## config.mk

```make
export PLATFORM = sky130hd
export DESIGN_NAME = seq_decoder
export DESIGN_NICKNAME = d
export VERILOG_FILES = /design/src/rtl/seq_decoder.sv
export SDC_FILE = /design/constraint.sdc
export NUM_CORES = 1
export LEC_CHECK = 0
export ABC_AREA = 1
export BUFFER_PORTS_ARGS = -buffer_cell sky130_fd_sc_hd__buf_4
export CAP_MARGIN = 20
export CORE_AREA = 2 2 39 41
export CTS_CLUSTER_DIAMETER = 50
export DETAILED_ROUTE_END_ITERATION = 10
export DIE_AREA = 0 0 41 43
export SETUP_SLACK_MARGIN = 0.15
export SYNTH_ARGS = -nofsm -noshare
export SYNTH_HDL_FRONTEND = slang
export SYNTH_SLANG_ARGS = --single-unit
```

## constraint.sdc

```tcl
create_clock -name clk -period 1.8 [get_ports clk]
set_input_delay 0.27 -clock clk [delete_from_list [all_inputs] [get_ports clk]]
set_output_delay 0.27 -clock clk [all_outputs]
set_load 0.02 [all_outputs]
```

## src/rtl/seq_decoder.sv

```systemverilog
// seq_decoder: registered N-to-2^N one-hot decoder with enable/hold.
// Optional auto-scan mode (define SEQ_DECODER_SCAN_EN) steps the active
// output through every position, holding each for a latched dwell count.
module seq_decoder #(
  parameter int SEL_W   = 2,
  parameter int DWELL_W = 4
) (
  input  logic                  clk,
  input  logic                  rst,
  input  logic                  en,
  input  logic                  mode,
  input  logic [SEL_W-1:0]      sel,
  input  logic [DWELL_W-1:0]    dwell,
  output logic [(2**SEL_W)-1:0] y,
  output logic [SEL_W-1:0]      idx,
  output logic                  valid,
  output logic                  wrap
);

  localparam int OUT_W = 2 ** SEL_W;

  typedef enum logic [1:0] {
    S_IDLE   = 2'd0,
    S_DIRECT = 2'd1,
    S_SCAN   = 2'd2
  } state_t;

  state_t             state_q, state_d;
  logic [OUT_W-1:0]   y_q, y_d;
  logic [SEL_W-1:0]   idx_q, idx_d;
  logic               valid_q, valid_d;

  // Single set bit at position i.
  function automatic logic [OUT_W-1:0] onehot(input logic [SEL_W-1:0] i);
    logic [OUT_W-1:0] v;
    v    = '0;
    v[i] = 1'b1;
    return v;
  endfunction

`ifdef SEQ_DECODER_SCAN_EN
  logic [DWELL_W-1:0] cnt_q, cnt_d;
  logic [DWELL_W-1:0] dwell_lat_q, dwell_lat_d;
  logic               wrap_q, wrap_d;
  logic [SEL_W-1:0]   idx_inc;

  assign idx_inc = idx_q + 1'b1;

  // Next-state and next-output logic; en=0 holds everything except wrap.
  always_comb begin
    state_d     = state_q;
    y_d         = y_q;
    idx_d       = idx_q;
    valid_d     = valid_q;
    cnt_d       = cnt_q;
    dwell_lat_d = dwell_lat_q;
    wrap_d      = 1'b0;
    if (en) begin
      unique case (state_q)
        S_IDLE, S_DIRECT: begin
          idx_d   = sel;
          y_d     = onehot(sel);
          valid_d = 1'b1;
          if (mode) begin
            // Scan entry: dwell is captured here and ignored until next entry.
            state_d     = S_SCAN;
            dwell_lat_d = dwell;
            cnt_d       = '0;
          end else begin
            state_d = S_DIRECT;
          end
        end
        S_SCAN: begin
          if (!mode) begin
            state_d = S_DIRECT;
            idx_d   = sel;
            y_d     = onehot(sel);
            cnt_d   = '0;
          end else if (cnt_q == dwell_lat_q) begin
            cnt_d  = '0;
            idx_d  = idx_inc;
            y_d    = onehot(idx_inc);
            wrap_d = (idx_q == {SEL_W{1'b1}});
          end else begin
            cnt_d = cnt_q + 1'b1;
          end
        end
        default: state_d = S_IDLE;
      endcase
    end
  end

  // Scan-only registers.
  always_ff @(posedge clk) begin
    if (rst) begin
      cnt_q       <= '0;
      dwell_lat_q <= '0;
      wrap_q      <= 1'b0;
    end else begin
      cnt_q       <= cnt_d;
      dwell_lat_q <= dwell_lat_d;
      wrap_q      <= wrap_d;
    end
  end

  assign wrap = wrap_q;
`else
  // Scan controls have no effect in this build.
  logic unused_scan_inputs;
  assign unused_scan_inputs = ^{mode, dwell};

  // Next-state and next-output logic for the plain registered decoder.
  always_comb begin
    state_d = state_q;
    y_d     = y_q;
    idx_d   = idx_q;
    valid_d = valid_q;
    if (en) begin
      state_d = S_DIRECT;
      idx_d   = sel;
      y_d     = onehot(sel);
      valid_d = 1'b1;
    end
  end

  assign wrap = 1'b0;
`endif

  // State and decoded-output registers.
  always_ff @(posedge clk) begin
    if (rst) begin
      state_q <= S_IDLE;
      y_q     <= '0;
      idx_q   <= '0;
      valid_q <= 1'b0;
    end else begin
      state_q <= state_d;
      y_q     <= y_d;
      idx_q   <= idx_d;
      valid_q <= valid_d;
    end
  end

  assign y     = y_q;
  assign idx   = idx_q;
  assign valid = valid_q;

endmodule

```

==> results of run 1 <==
where the power goes:
group	switching [W]	total [W]	internal, W
Clock	0.0000621	0.000143	0.0000813
Sequential	0.00000454	0.000168	0.000164
Combinational	0.0000294	0.0000511	0.0000217
logic make-up (layout without fill, tap and decap cells):
logic type      count (synthesis)  in the layout
flops                           7              7
compound gates                  5              5
other cells                     1              1
buf+inv                         5             18
simple gates                   16             16
sequential cells by signal, indices dropped and copies added (netlist names):
| signal | flops |
|---|---|
| y | 4 |
| valid | 1 |
| idx | 2 |
final timing paths:
kind,start,to,slack (ns)
max,valid,valid,0.78
min,rst,idx[0],0.21
max reg2reg,y[2],y[2],1.18
min reg2reg,idx[0],idx[0],0.46
layout make-up:
cell class / count / share of cell area, %
Tap cell: 16 / 5.39
Clock buffer: 3 / 6.06
Sequential cell: 7 / 37.7
Clock inverter: 1 / 1.35
Inverter: 3 / 3.03
Timing Repair Buffer: 11 / 22.2
Multi-Input combinational cell: 22 / 24.2
cells in the final DEF (no fill, tap or decap):
master	Yosys	layout
sky130_fd_sc_hd__nor2_1	6	6
sky130_fd_sc_hd__inv_1	2	2
sky130_fd_sc_hd__dfxtp_1	7	7
sky130_fd_sc_hd__buf_4	1	11
sky130_fd_sc_hd__nand3_1	1	1
sky130_fd_sc_hd__conb_1	1	1
sky130_fd_sc_hd__o21ai_0	1	1
sky130_fd_sc_hd__inv_2	1	1
sky130_fd_sc_hd__a21oi_1	4	4
sky130_fd_sc_hd__nand2_1	9	9
sky130_fd_sc_hd__clkbuf_4	0	3
sky130_fd_sc_hd__clkinv_2	0	1
synthesized netlist by cell type:
| library cell | number | share of area [%] |
|---|---|---|
| sky130_fd_sc_hd__clkbuf_2 | 1 | 2.0 |
| sky130_fd_sc_hd__o21ai_0 | 1 | 2.0 |
| sky130_fd_sc_hd__a21oi_1 | 4 | 7.9 |
| sky130_fd_sc_hd__nand2_1 | 9 | 13 |
| sky130_fd_sc_hd__inv_2 | 1 | 1.5 |
| sky130_fd_sc_hd__conb_1 | 1 | 1.5 |
| sky130_fd_sc_hd__inv_1 | 2 | 3.0 |
| sky130_fd_sc_hd__buf_4 | 1 | 3.0 |
| sky130_fd_sc_hd__dfxtp_1 | 7 | 55 |
| sky130_fd_sc_hd__nand3_1 | 1 | 2.0 |
| sky130_fd_sc_hd__nor2_1 | 6 | 8.9 |
through the flow:
| step | utilization, % | hold WS, ns | std cells |
|---|---|---|---|
| floorplan | - | 0.339 | 34 |
| global placement | 24.9 | 0.453 | 59 |
| detailed placement | 24.9 | 0.449 | 59 |
| CTS | 26.9 | 0.202 | 63 |
| global route | 26.9 | 0.198 | 63 |
| finish | 26.9 | 0.209 | 63 |
layer usage:
layer / track usage, % / part of all wire, % / vias up
met2: 11.6 / 50 / 8
li1: - / - / 128
met5: 0 / 0 / -
met3: 4.71 / 8.0 / 4
met1: 5.81 / 37 / 105
met4: 8.00 / 4.7 / 0
==> metrics.yaml, run 1 <==
synth-seq-cells: 7
ctsLongestPathBuffers: 2
die_area_mm2: 0.00176
seqCellArea_um2: 140
synth_nets: 44
place.port_buffers: 11
route.detailed.vias_per_inst: 3.89
setup_violations_final: 0
drt_iter0_drc: 1
critPathMaxStageDelay_ns: 0.35
critical_path_class: "flop to output pin"
worst-r2r-cell-count: 2
route.vias.total: 245
hold_buffers_post_cts: 0
postSynthCellCount: 34
dr.pass1.iters: 4
cts-buffers-inserted: 3
gr-total-overflow: 0
timing_max_transition_violations_final: 0
finalInstanceArea_um2: 372
run_status: "completed"
post_synth.cell_area_avg_um2: 7.47
synth.yosys.seq_area_share_pct: 55.2
post_synthesis_compound_gate_area_fraction_pct: 9.85
placement_rows: 14
htree_num_levels: 1
place_worst_setup_slack_ns: 1.05
finalWorstPathRequiredPeriod_ns: 1.02
tritoncts_num_sinks: 7
clock.fmax_ghz: 0.980
post_route_cells_drive_above_1_share_pct: 34.0
arrival_ns: 0.75
first_pass_grt_wire_length_um: 821
timing.critical_path.cells: "buf_4"
layout.filler_cells: 163
detailed_place.area_um2: 344
die_height_um: 43
max_cap_viol_count: 0
clock_tree_from_tritoncts: "yes"
synth_top_family_by_area: "simple AND/OR/NAND/NOR gates"
area_delta_synth_final_pct: 46.3
fin_worst_skew_ns: 0
cts-resized-gates: 0
synth.distinct_cells: 11
detail_route.wl_per_cell_um: 8.52
worst_hold_path_type: "input pin to flop"
clk-insertion-delay-late_ns: 0.25
synth_xor_area_share_pct: 0
tns_ns: 0
multi_input_comb_area_um2: 90.1
initial_utilization_pct: 18.4
critPathSlowestCell: "sky130_fd_sc_hd__dfxtp_1"
n_antenna_cell: 0
die_w_um: 41
number_of_top_level_pins: 18
first_global_vias: 226
power_per_cell_area_mw_per_mm2: 976
muxShareOfSynthArea_pct: 0
detail_route.drc_violations: 0
yosys_warning_count: 0
final_min_period_over_clock_period_pct: 56.7
timing.critical_path.to_type: "output pin"
track_usage_pct: 7.64
report.power.total_w: 0.000363
post_synthesis_simple_gate_area_fraction_pct: 24.1
grt_setup_unrepaired: "no"
vdd_ir_drop_max_mv: 0.396
cp_data_required_time_ns: 1.53
cts_setup_buffers: 0
critical_path_cell_count: 1
fin_ws_ns: 0.780
worst_setup_path_start_kind: "flop"
clk_transition_reported_paths_ns: 0.06
critical_path_peak_fanout: 2
whs_path_depth: 2
antenna_violating_nets_post_route: 0
p_leak_nw: 0.184
timing.critical_path.max_delay_family: "flip-flops"
clockRootBuffer: "sky130_fd_sc_hd__clkbuf_4"
floorplan.core_area_mm2: 0.00138
grt_antenna_before_repair: 0
finalWirelength_um: 537
layout.nets: 58
number_of_buffer_and_inverter_stages_on_the_critical_path: 1
grt_start_max_net_pins: 9
yosys.area_share.adder_pct: 0
finalWeightedCongestion: 0.733
synth_area_um2: 254
timing_hold_violations_final: 0
Note: power is estimated with default switching activity, not from simulation.
==> inputs of run 2 (changes only) <==
- ABC_AREA: 1 -> 0
- clock period: 1.8 -> 0.85 ns (I/O delays scaled with it)
==> metrics.yaml, run 2 <==
run_status: "completed"
hold_buffers_post_cts: 0
layout.nets: 57
timing_hold_violations_final: 0
synth_top_cell_by_area: "sky130_fd_sc_hd__dfxtp_1"
netSwitchingFraction_pct: 24.9
critPathSlowestCell: "sky130_fd_sc_hd__dfxtp_4"
detailed_place.area_um2: 380
commonest_register_cell_after_synthesis: "sky130_fd_sc_hd__dfxtp_1"
switchingPower_w: 0.000199
cp_data_required_time_ns: 0.72
finalWirelength_um: 534
detail_route.wl_per_cell_um: 8.61
synth_nets: 39
tritoncts_num_sinks: 7
htree_num_levels: 1
first_global_vias: 213
area_delta_synth_final_pct: 69.5
critical_path_class: "flop to output pin"
synth_enable_flop_cells: 0
share_seq_of_total_power_pct: 44.7
die_w_um: 41
finalWorstPathRequiredPeriod_ns: 0.845
critPathMaxStageDelay_ns: 0.34
first_pass_grt_wire_length_um: 828
initial_utilization_pct: 19.9
clk-insertion-delay-late_ns: 0.25
place.port_buffers: 11
synth_area_um2: 275
synth.distinct_cells: 14
route.detailed.vias_per_inst: 4.06
timing.critical_path.cells: "buf_6"
synth.area.top_cells: "sky130_fd_sc_hd__dfxtp_1 (51%), sky130_fd_sc_hd__nand2b_1 (9.1%), sky130_fd_sc_hd__a21oi_1 (7.3%)"
cts-buffers-inserted: 3
vdd_ir_drop_max_mv: 0.577
arrival_ns: 0.72
worst_setup_path_start_kind: "flop"
gate_power_share_pct: 16.5
yosys-top-cells-count: "sky130_fd_sc_hd__dfxtp_1 (7), sky130_fd_sc_hd__a21oi_1 (4), sky130_fd_sc_hd__nand2b_1 (4), sky130_fd_sc_hd__nor2_1 (3), sky130_fd_sc_hd__or3b_1 (2)"
synth.yosys.seq_area_share_pct: 50.9
route.vias.total: 252
post-synth-top-area-fraction_pct: 50.9
hold_ws_ns: 0.130
post_route_cells_drive_above_1_share_pct: 60.9
largest_reg_flops: 4
postLayoutCoreUtil_pct: 33.7
grt_antenna_before_repair: 0
synth-seq-cells: 7
final_min_period_over_clock_period_pct: 99.4
cellInternalPower_w: 0.000598
die_height_um: 43
max_cap_viol_count: 0
clock.fmax_ghz: 1.18
antenna_violating_nets_post_route: 0
finalWeightedCongestion: 0.718
number_of_buffer_and_inverter_stages_on_the_critical_path: 1
placement_rows: 14
clock_power_share_pct: 38.8
clock_tree_from_tritoncts: "yes"
worst_hold_path_type: "input pin to flop"
critical_path_peak_fanout: 2
layout_commonest_cell: "sky130_fd_sc_hd__buf_4"
setup_violations_final: 0
timing.critical_path.max_delay_family: "flip-flops"
gr-total-overflow: 0
clk_transition_reported_paths_ns: 0.05
drt_iter0_drc: 2
floorplan.core_area_mm2: 0.00138
yosys_warning_count: 0
dr.pass1.iters: 2
post-synth-top-count-cell: "sky130_fd_sc_hd__dfxtp_1"
layout.cells.most_common_list: "sky130_fd_sc_hd__buf_4 (9), sky130_fd_sc_hd__buf_6 (7), sky130_fd_sc_hd__dfxtp_2 (6)"
post_synth.cell_area_avg_um2: 9.49
number_of_top_level_pins: 18
n_antenna_cell: 0
finalInstanceArea_um2: 467
clockRootBuffer: "sky130_fd_sc_hd__clkbuf_4"
power_per_cell_area_mw_per_mm2: 1710
track_usage_pct: 7.47
ctsLongestPathBuffers: 2
timing_max_transition_violations_final: 0
grt_setup_unrepaired: "yes"
postSynthCellCount: 29
asyncSetResetFlopFracSynth_pct: 0
die_area_mm2: 0.00176
grt_start_max_net_pins: 8
detail_route.drc_violations: 0
fin_worst_skew_ns: 0
p_leak_nw: 0.204
timing.critical_path.to_type: "output pin"
run 2: changes by cell type after synthesis, sizes merged, moves of 2 or more:
cell,before,now
nand2,9,1
nand2b,0,4
inv,3,0
nor2,6,3
or3b,0,2
run 2: layout make-up:
class                      instances  area (um2)
timing repair buffer              16         146
tap                               16        20.0
fill                             145         917
clock buffer                       4        26.3
sequential                         7         151
multi-input combinational         19         123
run 2: tightest hold or removal path, cell delays in order:
cell,delay (ns)
sky130_fd_sc_hd__buf_4,0.08
sky130_fd_sc_hd__or3b_1,0.09
sky130_fd_sc_hd__o31ai_1,0.05
run 2: final timing paths:
path	endpoint	slack, ns	cells after the start	start
setup / recovery	y[2]	0.005	1	y[2]
hold / removal	y[2]	0.13	3	rst
setup reg to reg	y[2]	0.03	2	y[2]
hold reg to reg	y[0]	0.47	2	y[0]
run 2: cells by family after synthesis:
logic type	share of synthesized area (%)
mux	3.64
compound gates	10.0
flops	50.9
buf+inv	8.64
other cells	1.36
simple gates	25.5
run 2: stage by stage:
stage	TNS, ns	instances	total power [W]	setup WS (ns)
after detailed placement	0	56	0.000469	0.0177
after floorplan	0	29	0.000420	0.00735
after global routing	-0.0556	62	0.000843	-0.0236
after global placement	0	56	0.000469	0.0354
final	0	62	0.000796	0.00504
after CTS	-0.00317	62	0.000804	-0.00317
run 2: metal layers:
| layer | track usage [%] | wire length [um] | up-vias |
|---|---|---|---|
| met5 | 0 | 0 | - |
| met4 | 8.00 | 18 | 0 |
| met3 | 3.14 | 49 | 2 |
| met2 | 8.75 | 249 | 9 |
| met1 | 9.15 | 218 | 113 |
| li1 | - | - | 128 |
run 2: power by group through the flow:
stage | Combinational (W) | Sequential [W] | Clock [W]
5_1_grt | 0.000142 | 0.000358 | 0.000343
6_report | 0.000132 | 0.000356 | 0.000309
3_3_place_gp | 0.000111 | 0.000358 | 0
2_1_floorplan | 0.0000432 | 0.000377 | 0
4_1_cts | 0.000127 | 0.000356 | 0.000321
3_5_place_dp | 0.000111 | 0.000358 | 0
run 2: timing repair:
item | in CTS | in global routing
setup buffers | 2 | 0
pin swaps | 0 | 1
hold endpoints to repair | 0 | 0
resized for setup | 13 | 2
endpoints found under the setup margin | 8 | 9
